===== config.mk =====
export PLATFORM = sky130hd
export DESIGN_NAME = nway_dcache
export DESIGN_NICKNAME = d
export VERILOG_FILES = /design/src/rtl/dcache_pkg.sv /design/src/rtl/dcache_lru.sv /design/src/rtl/nway_dcache.sv
export SDC_FILE = /design/constraint.sdc
export NUM_CORES = 2
export LEC_CHECK = 0
export BUFFER_PORTS_ARGS = -buffer_cell sky130_fd_sc_hd__buf_2
export CORE_MARGIN = 3
export CORE_UTILIZATION = 45
export DETAILED_ROUTE_END_ITERATION = 10
export HOLD_SLACK_MARGIN = 0.05
export PLACE_DENSITY = 0.62
export SLEW_MARGIN = 25
export SYNTH_ARGS = -nofsm -noshare
export SYNTH_HDL_FRONTEND = slang
export SYNTH_SLANG_ARGS = --single-unit

===== constraint.sdc =====
create_clock -name clk -period 4.2 [get_ports clk]
set_input_delay 0 -clock clk [delete_from_list [all_inputs] [get_ports clk]]
set_output_delay 0 -clock clk [all_outputs]
set_load 0.02 [all_outputs]

===== src/rtl/dcache_pkg.sv =====
// Shared types and lane helpers for the set-associative data cache.
// The DATA_ADDR_MODE_* encodings are the core's existing load/store size codes.
`ifndef DATA_ADDR_MODE_W
`define DATA_ADDR_MODE_B  3'b000
`define DATA_ADDR_MODE_H  3'b001
`define DATA_ADDR_MODE_W  3'b010
`define DATA_ADDR_MODE_BU 3'b100
`define DATA_ADDR_MODE_HU 3'b101
`endif

package dcache_pkg;

    localparam logic [2:0] MODE_B  = `DATA_ADDR_MODE_B;
    localparam logic [2:0] MODE_H  = `DATA_ADDR_MODE_H;
    localparam logic [2:0] MODE_W  = `DATA_ADDR_MODE_W;
    localparam logic [2:0] MODE_BU = `DATA_ADDR_MODE_BU;
    localparam logic [2:0] MODE_HU = `DATA_ADDR_MODE_HU;

    typedef enum logic [1:0] {
        StIdle,
        StMissReq,
        StMissWait,
        StWrReq
    } dcache_state_e;

    // Tag is held zero-extended to 32 bits so the struct is parameter-free.
    typedef struct packed {
        logic        valid;
        logic [31:0] tag;
        logic [31:0] data;
    } dcache_line_t;

    function automatic logic [3:0] byte_en(input logic [2:0] mode, input logic [1:0] off);
        case (mode)
            MODE_H, MODE_HU: byte_en = off[1] ? 4'b1100 : 4'b0011;
            MODE_B, MODE_BU: byte_en = 4'b0001 << off;
            default:         byte_en = 4'b1111;
        endcase
    endfunction

    function automatic logic [31:0] store_lane(input logic [2:0] mode, input logic [1:0] off,
                                               input logic [31:0] wdata);
        case (mode)
            MODE_H, MODE_HU: store_lane = off[1] ? {wdata[15:0], 16'h0} : {16'h0, wdata[15:0]};
            MODE_B, MODE_BU: store_lane = {24'h0, wdata[7:0]} << {off, 3'b000};
            default:         store_lane = wdata;
        endcase
    endfunction

    function automatic logic [31:0] load_ext(input logic [2:0] mode, input logic [1:0] off,
                                             input logic [31:0] word);
        logic [31:0] b_sh;
        logic [31:0] h_sh;
        b_sh = word >> {off, 3'b000};
        h_sh = word >> {off[1], 4'b0000};
        case (mode)
            MODE_B:  load_ext = {{24{b_sh[7]}}, b_sh[7:0]};
            MODE_BU: load_ext = {24'h0, b_sh[7:0]};
            MODE_H:  load_ext = {{16{h_sh[15]}}, h_sh[15:0]};
            MODE_HU: load_ext = {16'h0, h_sh[15:0]};
            default: load_ext = word;
        endcase
    endfunction

endpackage


===== src/rtl/dcache_lru.sv =====
// True-LRU age array: per-set ages, victim selection and touch update.
// Ages in a set always form a permutation of 0..NUM_WAYS-1.
module dcache_lru #(
    parameter int unsigned NUM_SETS = 4,
    parameter int unsigned NUM_WAYS = 2
) (
    input  logic                        clk,
    input  logic                        rst_n,
    input  logic [$clog2(NUM_SETS)-1:0] victim_set,
    input  logic [NUM_WAYS-1:0]         way_valid,
    output logic [$clog2(NUM_WAYS)-1:0] victim,
    input  logic                        touch,
    input  logic [$clog2(NUM_SETS)-1:0] touch_set,
    input  logic [$clog2(NUM_WAYS)-1:0] touch_way
);

    localparam int unsigned WAY_W = $clog2(NUM_WAYS);

    logic [WAY_W-1:0] ages_q [NUM_SETS][NUM_WAYS];
    logic [WAY_W-1:0] max_age;
    logic [WAY_W-1:0] old_age;
    logic             found;

    // Lowest-index invalid way wins; otherwise the oldest way.
    always_comb begin
        victim  = '0;
        found   = 1'b0;
        max_age = ages_q[victim_set][0];
        for (int w = 0; w < NUM_WAYS; w++) begin
            if (!way_valid[w] && !found) begin
                victim = WAY_W'(w);
                found  = 1'b1;
            end
        end
        if (!found) begin
            for (int w = 1; w < NUM_WAYS; w++) begin
                if (ages_q[victim_set][w] > max_age) begin
                    max_age = ages_q[victim_set][w];
                    victim  = WAY_W'(w);
                end
            end
        end
    end

    assign old_age = ages_q[touch_set][touch_way];

    always_ff @(posedge clk or negedge rst_n) begin
        if (!rst_n) begin
            for (int s = 0; s < NUM_SETS; s++) begin
                for (int w = 0; w < NUM_WAYS; w++) begin
                    ages_q[s][w] <= WAY_W'(w);
                end
            end
        end else if (touch) begin
            for (int w = 0; w < NUM_WAYS; w++) begin
                if (WAY_W'(w) == touch_way) begin
                    ages_q[touch_set][w] <= '0;
                end else if (ages_q[touch_set][w] < old_age) begin
                    ages_q[touch_set][w] <= ages_q[touch_set][w] + 1'b1;
                end
            end
        end
    end

endmodule


===== src/rtl/nway_dcache.sv =====
// N-way set-associative, write-through, no-write-allocate data cache with
// valid/ready refill channel and saturating hit/miss counters.
module nway_dcache
    import dcache_pkg::*;
#(
    parameter int unsigned ADDR_WIDTH = 32,
    parameter int unsigned DATA_WIDTH = 32,
    parameter int unsigned NUM_SETS   = 4,
    parameter int unsigned NUM_WAYS   = 2
) (
    input  logic                  clk,
    input  logic                  rst_n,
    input  logic                  req_valid,
    output logic                  req_ready,
    input  logic                  req_we,
    input  logic [2:0]            req_mode,
    input  logic [ADDR_WIDTH-1:0] req_addr,
    input  logic [DATA_WIDTH-1:0] req_wdata,
    output logic                  rsp_valid,
    output logic [DATA_WIDTH-1:0] rsp_rdata,
    output logic                  mem_req_valid,
    input  logic                  mem_req_ready,
    output logic                  mem_req_we,
    output logic [ADDR_WIDTH-1:0] mem_req_addr,
    output logic [DATA_WIDTH-1:0] mem_req_wdata,
    output logic [3:0]            mem_req_be,
    input  logic                  mem_rsp_valid,
    input  logic [DATA_WIDTH-1:0] mem_rsp_rdata,
    output logic [31:0]           total_accesses,
    output logic [31:0]           total_hits,
    output logic [31:0]           total_misses
);

    localparam int unsigned SET_W = $clog2(NUM_SETS);
    localparam int unsigned WAY_W = $clog2(NUM_WAYS);
    localparam int unsigned TAG_W = ADDR_WIDTH - 2 - SET_W;

    dcache_state_e         state_q, state_d;
    dcache_line_t          lines_q [NUM_SETS][NUM_WAYS];
    logic [ADDR_WIDTH-1:0] addr_q;
    logic [2:0]            mode_q;
    logic [31:0]           wdata_q;
    logic [3:0]            be_q;
    logic                  rsp_valid_d;
    logic [31:0]           rsp_rdata_d;

    logic [SET_W-1:0]      req_set, set_q;
    logic [TAG_W-1:0]      req_tag;
    logic [3:0]            req_be;
    logic [31:0]           req_lane;
    logic                  accept, hit, load_hit, store_hit, fill;
    logic [WAY_W-1:0]      hit_way, victim;
    logic [NUM_WAYS-1:0]   way_valid;

    assign req_set  = req_addr[2 +: SET_W];
    assign req_tag  = req_addr[ADDR_WIDTH-1 -: TAG_W];
    assign set_q    = addr_q[2 +: SET_W];
    assign req_be   = byte_en(req_mode, req_addr[1:0]);
    assign req_lane = store_lane(req_mode, req_addr[1:0], req_wdata);

    assign accept    = req_valid && (state_q == StIdle);
    assign load_hit  = accept && !req_we && hit;
    assign store_hit = accept && req_we && hit;
    assign fill      = (state_q == StMissWait) && mem_rsp_valid;

    always_comb begin
        hit     = 1'b0;
        hit_way = '0;
        for (int w = 0; w < NUM_WAYS; w++) begin
            if (lines_q[req_set][w].valid && lines_q[req_set][w].tag == 32'(req_tag)) begin
                hit     = 1'b1;
                hit_way = WAY_W'(w);
            end
        end
    end

    always_comb begin
        for (int w = 0; w < NUM_WAYS; w++) begin
            way_valid[w] = lines_q[set_q][w].valid;
        end
    end

    dcache_lru #(
        .NUM_SETS (NUM_SETS),
        .NUM_WAYS (NUM_WAYS)
    ) u_lru (
        .clk        (clk),
        .rst_n      (rst_n),
        .victim_set (set_q),
        .way_valid  (way_valid),
        .victim     (victim),
        .touch      (load_hit || store_hit || fill),
        .touch_set  (fill ? set_q : req_set),
        .touch_way  (fill ? victim : hit_way)
    );

    always_ff @(posedge clk or negedge rst_n) begin
        if (!rst_n) begin
            state_q <= StIdle;
        end else begin
            state_q <= state_d;
        end
    end

    always_comb begin
        state_d = state_q;
        unique case (state_q)
            StIdle: begin
                if (req_valid) begin
                    if (req_we)    state_d = StWrReq;
                    else if (!hit) state_d = StMissReq;
                end
            end
            StMissReq:  if (mem_req_ready) state_d = StMissWait;
            StMissWait: if (mem_rsp_valid) state_d = StIdle;
            StWrReq:    if (mem_req_ready) state_d = StIdle;
            default:    state_d = StIdle;
        endcase
    end

    always_comb begin
        req_ready     = (state_q == StIdle);
        mem_req_valid = 1'b0;
        mem_req_we    = 1'b0;
        mem_req_addr  = '0;
        mem_req_wdata = '0;
        mem_req_be    = '0;
        unique case (state_q)
            StMissReq: begin
                mem_req_valid = 1'b1;
                mem_req_addr  = {addr_q[ADDR_WIDTH-1:2], 2'b00};
                mem_req_be    = 4'b1111;
            end
            StWrReq: begin
                mem_req_valid = 1'b1;
                mem_req_we    = 1'b1;
                mem_req_addr  = {addr_q[ADDR_WIDTH-1:2], 2'b00};
                mem_req_wdata = wdata_q;
                mem_req_be    = be_q;
            end
            default: ;
        endcase
    end

    always_comb begin
        rsp_valid_d = 1'b0;
        rsp_rdata_d = rsp_rdata;
        if (load_hit) begin
            rsp_valid_d = 1'b1;
            rsp_rdata_d = load_ext(req_mode, req_addr[1:0], lines_q[req_set][hit_way].data);
        end else if (fill) begin
            rsp_valid_d = 1'b1;
            rsp_rdata_d = load_ext(mode_q, addr_q[1:0], mem_rsp_rdata);
        end else if ((state_q == StWrReq) && mem_req_ready) begin
            rsp_valid_d = 1'b1;
            rsp_rdata_d = '0;
        end
    end

    always_ff @(posedge clk or negedge rst_n) begin
        if (!rst_n) begin
            addr_q    <= '0;
            mode_q    <= '0;
            wdata_q   <= '0;
            be_q      <= '0;
            rsp_valid <= 1'b0;
            rsp_rdata <= '0;
        end else begin
            if (accept) begin
                addr_q  <= req_addr;
                mode_q  <= req_mode;
                wdata_q <= req_lane;
                be_q    <= req_be;
            end
            rsp_valid <= rsp_valid_d;
            rsp_rdata <= rsp_rdata_d;
        end
    end

    // Store hits merge their bytes at acceptance; fills replace the whole victim line.
    always_ff @(posedge clk or negedge rst_n) begin
        if (!rst_n) begin
            for (int s = 0; s < NUM_SETS; s++) begin
                for (int w = 0; w < NUM_WAYS; w++) begin
                    lines_q[s][w] <= '0;
                end
            end
        end else if (fill) begin
            lines_q[set_q][victim] <= '{valid: 1'b1,
                                        tag:   32'(addr_q[ADDR_WIDTH-1 -: TAG_W]),
                                        data:  mem_rsp_rdata};
        end else if (store_hit) begin
            for (int b = 0; b < 4; b++) begin
                if (req_be[b]) lines_q[req_set][hit_way].data[8*b +: 8] <= req_lane[8*b +: 8];
            end
        end
    end

    always_ff @(posedge clk or negedge rst_n) begin
        if (!rst_n) begin
            total_accesses <= '0;
            total_hits     <= '0;
            total_misses   <= '0;
        end else if (accept) begin
            if (total_accesses != '1) total_accesses <= total_accesses + 1'b1;
            if (hit) begin
                if (total_hits != '1) total_hits <= total_hits + 1'b1;
            end else begin
                if (total_misses != '1) total_misses <= total_misses + 1'b1;
            end
        end
    end

endmodule

### Word level (Yosys, flattened, before mapping)

Index checks and enable logic that the tools add are counted.

| word-level totals | value |
|---|---|
| register bits after elaboration | 730 |
| output and inout bits | 200 |

| cells by class | value |
|---|---|
| add/sub/neg operators | 5 |
| $lt $le $gt $ge | 14 |
| equality and inequality tests | 19 |
| shifts and indexed selects | 6 |
| multiplexer cells | 100 |
| bitwise operators | 11 |
| reduce and logical (&&, ||, !) cells | 31 |

Operators by type and width:

| operator | number |
|---|---|
| 520-bit two-way mux | 12 |
| 520-bit bitwise mux | 5 |
| 130-bit demux with 2-bit select | 5 |
| 130-bit two-way mux | 9 |
| 130-bit binary-select mux with 2-bit select | 2 |
| 65-bit demux with 1-bit select | 5 |
| 32-bit two-way mux | 10 |
| 32-bit one-hot mux with 4 select lines | 2 |
| 32-bit by 1-bit adder with 32-bit output (second input constant) | 3 |
| 32-bit != test (second input constant) | 3 |
| 65-bit two-way mux | 1 |
| 32-bit by 28-bit equality test with 1-bit output | 2 |
| 32-bit one-hot mux with 2 select lines | 1 |
| 32-bit by 5-bit >> shifter with 16-bit output | 2 |
| 32-bit by 5-bit >> shifter with 8-bit output | 2 |
| 8-bit two-way mux | 6 |
| 8-bit by 5-bit left shift with 32-bit output | 1 |
| 2-bit two-way mux | 12 |
| 24-bit two-way mux | 1 |
| 1-bit two-way mux | 18 |
| 8-bit bitwise AND | 2 |
| 8-bit bitwise mux | 2 |
| 16-bit two-way mux | 1 |
| 8-bit NOT | 2 |
| 33 further kinds | 77 |

### Longest topological paths before layout

| depth | value |
|---|---|
| depth in word-level cells | 30 |
| mapped depth | 15 |
| depth with buffers taken out | 9 |

### Cells and area by module

A second synthesis with hierarchy kept.

| second synthesis, totals | value |
|---|---|
| cells, all modules | 3648 |
| area, all modules | 37020.5 µm² |

Modules (own cells, without submodules):

| module | instances | cells each | area an instance (µm²) | sequential area each (µm²) |
|---|---|---|---|---|
| nway_dcache | 1 | 3602 | 36512.5 | 17266.6 |
| dcache_lru | 1 | 46 | 508.0 | 205.2 |

### Worst setup path before layout

No wires, ideal clock.

| timing | value |
|---|---|
| path kind | input -> register |
| start | input port req_addr[2] |
| end | register lines_q[276] (netlist name) |
| arrival time | 2.986 ns |
| data required time | 4.072 ns |
| setup slack | 1.086 ns |
| cell stages on the path | 12 |
| cell sequence | buf_2 buf_4 buf_4 mux4_2 xor2_1 nor4_1 nand4_2 a2111oi_4 or2_1 buf_2 o211ai_4 mux2_1 |

| on the way | value |
|---|---|
| word-level cells in the longest chain between the ends | 27 |
| elaborated cells on any way between the ends | 49 |
| classes of those cells | 4 x order compare; 2 x eq/ne; 35 x mux; 2 x bitwise; 6 x reduce/logical |

Ends and longest elaborated chain:

| item | RTL line | RTL |
|---|---|---|
| start, declared | nway_dcache.sv:17 | `input logic [ADDR_WIDTH-1:0] req_addr,` |
| 2-bit NOT with 3-bit output (implied by the code) (*) | nway_dcache.sv:70, nway_dcache.sv:194 |  |
| 130-bit binary-select mux with 2-bit select | nway_dcache.sv:70 | `if (lines_q[req_set][w].valid && lines_q[req_set][w].tag == 32'(req_tag)) begin` |
| 130-bit two-way mux (2 in a row) | n/a |  |
| 32-bit by 28-bit equality test with 1-bit output | nway_dcache.sv:70 |  |
| 1-bit logical AND | nway_dcache.sv:70 |  |
| 1-bit two-way mux | nway_dcache.sv:70 |  |
| 1-bit NOT with 2-bit output (implied by the code) | nway_dcache.sv:194 | `if (req_be[b]) lines_q[req_set][hit_way].data[8*b +: 8] <= req_lane[8*b +: 8];` |
| 65-bit demux with 1-bit select | nway_dcache.sv:194 |  |
| [... 10 more ...] | n/a |  |
| 520-bit bitwise mux | nway_dcache.sv:194 |  |
| 520-bit two-way mux | nway_dcache.sv:194 |  |
| 520-bit two-way mux | nway_dcache.sv:192 | `end else if (store_hit) begin` |
| 520-bit two-way mux | nway_dcache.sv:188 | `end else if (fill) begin` |
| 520-bit bitwise mux | nway_dcache.sv:194 |  |
| 520-bit two-way mux | nway_dcache.sv:194 |  |
| 520-bit two-way mux | nway_dcache.sv:192 |  |
| 520-bit two-way mux | nway_dcache.sv:188 |  |
| end signal, assigned by index | nway_dcache.sv:189 | `lines_q[set_q][victim] <= '{valid: 1'b1,` |
| end, declared | nway_dcache.sv:39 | `dcache_line_t lines_q [NUM_SETS][NUM_WAYS];` |

Every way passes the cells marked *; elsewhere a longest branch is shown, timed or not. The select of a mux whose other input is x is not followed.
A chain may end at the register's enable or synchronous reset.

### Worst setup path after layout

| timing | value |
|---|---|
| start | register lines_q[187] (netlist name) |
| end | register rsp_rdata[13] |

| on the way | value |
|---|---|
| word-level cells in the longest chain between the ends | 13 |
| elaborated cells on any way between the ends | 17 |
| classes of those cells | 1 x eq/ne; 2 x shift; 10 x mux; 1 x bitwise; 3 x reduce/logical |

Ends and longest elaborated chain:

| item | RTL line | RTL |
|---|---|---|
| 130-bit binary-select mux with 2-bit select (*) | nway_dcache.sv:70 |  |
| 130-bit two-way mux (*) (2 in a row) | n/a |  |
| 32-bit by 28-bit equality test with 1-bit output (*) | nway_dcache.sv:70 |  |
| 1-bit logical AND (*) | nway_dcache.sv:70 |  |
| 1-bit two-way mux | nway_dcache.sv:70 |  |
| 1-bit NOT with 2-bit output (implied by the code) | nway_dcache.sv:150 | `rsp_rdata_d = load_ext(req_mode, req_addr[1:0], lines_q[req_set][hit_way].data);` |
| 32-bit two-way mux (implied by the code) (3 in a row) | nway_dcache.sv:150 |  |
| 32-bit by 5-bit >> shifter with 16-bit output / 32-bit by 5-bit >> shifter with 8-bit output (equally long branches) | dcache_pkg.sv:55, dcache_pkg.sv:54 |  |
| 32-bit one-hot mux with 4 select lines | dcache_pkg.sv:56 | `case (mode)` |
| 32-bit two-way mux | nway_dcache.sv:148 | `if (load_hit) begin` |
| end signal, assigned | nway_dcache.sv:176 | `rsp_rdata <= rsp_rdata_d;` |
| end, declared | nway_dcache.sv:20 | `output logic [DATA_WIDTH-1:0] rsp_rdata,` |

Marks and branches as above.

==> impl_metrics.py <==
metrics = {
    "yosys": {
        "synthArstFlopShare_pct": 100,
        "syn_area_mm2": 0.0359,
        "avgSynthCellArea_um2": 10.8,
        "ys_seq_area_share_pct": 48.6,
        "syn-instance-count": 3326,
        "ys_types": 79,
        "ys_ff_latch": 698,
        "synth_ff_type": "dfrtp_1",
        "synth-edff-count": 0,
        "yosys_warnings": 0,
    },
    "grt": {
        "grt_pass1_vias": 28684,
        "grt_pass1_wl_um": 185000,
        "grt_max_degree": 102,
        "track_usage_pct": 28.9,
        "grt_overflow": 0,
        "antenna_found_initial": 1,
    },
    "setup_path": {
        "r2r_end": "rsp_rdata[13]$_DFFE_PN0P_",
        "reg2reg_from": "lines_q[187]$_DFFE_PN0P_",
        "r2r_slack_ns": 0.27,
        "crit_required_ns": 4.75,
        "critical_path_class": "reg2reg",
        "reg2reg_depth": 11,
        "startpoint_type": "flip-flop",
        "end_kind": "flip-flop",
        "arrival_ns": 4.48,
        "crit_fanout": 12,
    },
    "clock_tree": {
        "clock_latency_ns": 0.65,
        "cts.path.max_buffers": 3,
        "cts_made_buffers": 79,
        "holdBufCountCts": 114,
        "clk_pin_slew_ns": 0.07,
        "htree_levels": 3,
        "cts_setup_buffers": 0,
        "cts_tree": "done",
        "post_cts_resized": 0,
        "numClockSinks": 698,
        "root_buffer": "clkbuf_16",
    },
    "routing": {
        "drtIter0Drc": 3163,
        "vias_per_cell": 6.18,
        "vias": 29089,
        "firstDrtPassIters": 8,
        "routed_wl_um": 121000,
        "drcViolationCount": 0,
        "post_drt_wl_per_cell_um": 25.7,
        "ant_nets": 0,
    },
    "timing": {
        "grt_setup_unrepaired": "false",
        "slew_viol_final": 0,
        "min_period_ns": 3.93,
        "finalCritPeriodShare_pct": 93.6,
        "relSlewSlack_pct": 30.6,
        "tightest_slew_ns": 1.04,
        "hold_viol_final": 0,
        "fmax_mhz": 254,
        "setup_violations": 0,
        "finalSetupTns_ns": 0,
        "fin_worst_skew_ns": 0.0681,
    },
    "layout": {
        "layout.nets": 3712,
        "final_cell_mix": "dfrtp_1, nand2_1, buf_2",
        "area_delta_synth_final_pct": 17.7,
        "fill_cells": 6877,
        "final_area_mm2": 0.0423,
        "final_layout_size_suffix_gt1_share_pct": 26.4,
        "mostFrequentLayoutCell": "dfrtp_1",
    },
    "worst_hold_path": {
        "min_path_type": "in2reg",
        "hold_path_depth": 4,
        "hold_start": "req_addr[23]",
        "whs_endpoint": "addr_q[23]$_DFFE_PN0P_",
    },
    "power_and_ir_drop": {
        "power.density_mw_per_mm2": 573,
        "seqPwrFrac_pct": 41.7,
        "p_leak_nw": 19.2,
        "p_comb_share_pct": 30.0,
        "power.share.clock_pct": 28.4,
        "p_sw_mw": 8.66,
        "ir_worst_vdd_v": 0.000358,
        "p_int_mw": 15.6,
        "sw_frac_of_total_pct": 35.7,
    },
    "die": {
        "core_area_mm2": 0.0790,
        "die_h_um": 289,
        "die_w_um": 289,
        "row_count": 103,
        "start_util_pct": 45.5,
        "die-area_mm2": 0.0833,
        "ios": 305,
    },
    "job": {
        "cap_violations": 0,
    },
    "placement": {
        "place_congestion": 0.980,
        "portBuffers": 302,
        "dpl_cell_area_mm2": 0.0386,
        "hpwlAfterDp_um": 80300,
    },
    "status": {
        "status": "finished, final reports clean",
    },
}
==> worst max path at each step <==
| stage | depth (start not counted) | end | startpoint |
|---|---|---|---|
| floorplan | 12 | lines_q[276]$_DFFE_PN0P_ | req_addr[2] |
| global placement | 13 | rsp_rdata[8]$_DFFE_PN0P_ | req_addr[2] |
| global route | 11 | rsp_rdata[11]$_DFFE_PN0P_ | lines_q[44]$_DFFE_PN0P_ |
| finish | 11 | rsp_rdata[13]$_DFFE_PN0P_ | lines_q[187]$_DFFE_PN0P_ |
| detailed placement | 13 | lines_q[473]$_DFFE_PN0P_ | req_addr[2] |
| CTS | 11 | lines_q[473]$_DFFE_PN0P_ | lines_q[187]$_DFFE_PN0P_ |
==> through the flow <==
stage               instances  hold WS (ns)  setup slack, ns  util [%]  power (mW)
CTS                      4704         0.120            0.333      53.6        24.3
global route             4704         0.168            0.125      53.6        25.5
detailed placement       4459         0.112            0.257      48.9        17.2
floorplan                3327        -0.296             1.09         -        14.6
global placement         4458         0.111            0.238      48.8        17.0
finish                   4705         0.154            0.270      53.6        24.3
==> registers in the layout, indices dropped and copies added (netlist names) <==
signal          cells
lines_q           488
addr_q             32
rsp_rdata          32
total_accesses     32
total_hits         32
total_misses       32
wdata_q            32
u_lru.ages_q        8
be_q                4
mode_q              3
state_q             2
rsp_valid           1
==> power groups by stage <==
stage               Combinational, mW  Sequential [mW]  Clock [mW]
finish                           7.27             10.1        6.88
global placement                 6.92             10.1           0
global route                     7.88             10.3        7.26
floorplan                        5.07             9.57           0
detailed placement               7.06             10.2           0
CTS                              7.20             10.1        6.98
==> cell families (layout without fill, tap and decap cells) <==
kind of cell,count (synthesis),count (layout),share of synthesized area [%]
compound gates,901,901,16.5
xor+xnor,141,141,3.44
buf+inv,396,723,4.61
flops,698,698,48.6
other cells,1,3,0.0104
fa+ha+maj,3,3,0.104
mux,424,424,16.7
simple gates,762,762,10.0
==> worst max-delay path, cell delays in order (launching register included) <==
cell	delay [ns]
dfrtp_1	0.38
mux4_2	0.47
xnor2_1	0.31
nand4_1	0.28
nor4_4	0.36
buf_4	0.23
and3_2	0.36
buf_4	0.22
a211oi_1	0.10
o31ai_2	0.66
a222oi_1	0.24
o21ai_0	0.19
==> synthesized netlist by cell type (all sizes together) (9+ instances only) <==
| cell | n | area share [%] |
|---|---|---|
| nand4 | 39 | 0.70 |
| and3 | 63 | 1.1 |
| dfrtp | 694 | 48 |
| nand2b | 22 | 0.38 |
| o22ai | 15 | 0.26 |
| nor4 | 16 | 0.34 |
| nor3 | 36 | 0.52 |
| a221oi | 35 | 0.85 |
| nor2 | 68 | 0.71 |
| a21oi | 198 | 2.8 |
| a31oi | 127 | 2.2 |
| o21ai | 184 | 2.6 |
| xor2 | 36 | 0.88 |
| nand2 | 383 | 4.0 |
| mux2i | 38 | 1.1 |
| or2 | 16 | 0.28 |
| a22o | 48 | 1.2 |
| inv | 67 | 0.70 |
| xnor2 | 105 | 2.6 |
| nor2b | 9 | 0.16 |
| and2 | 41 | 0.71 |
| mux2 | 273 | 8.6 |
| a22oi | 220 | 4.6 |
| mux4 | 113 | 7.1 |
| buf | 122 | 1.7 |
| nand3 | 47 | 0.67 |
| clkbuf | 205 | 2.1 |
==> layout make-up <==
type,instances,area (µm²),share of cell area [%]
clock buffer,108,2220,5.24
timing repair buffer,523,3750,8.87
inverter,69,259,0.612
sequential,698,17500,41.3
multi-input combinational,2233,17000,40.1
clock inverter,23,327,0.772
antenna,1,2.50,0.00591
tap,1050,1310,3.11
==> layer usage <==
layer	vias to the layer above	track usage [%]	routed length [µm]
li1	12762	-	-
met1	14638	39.7	49900
met2	1434	46.1	56100
met3	255	5.69	10700
met4	0	9.63	4200
met5	-	0	0
Note: power is estimated with default switching activity, not from simulation.
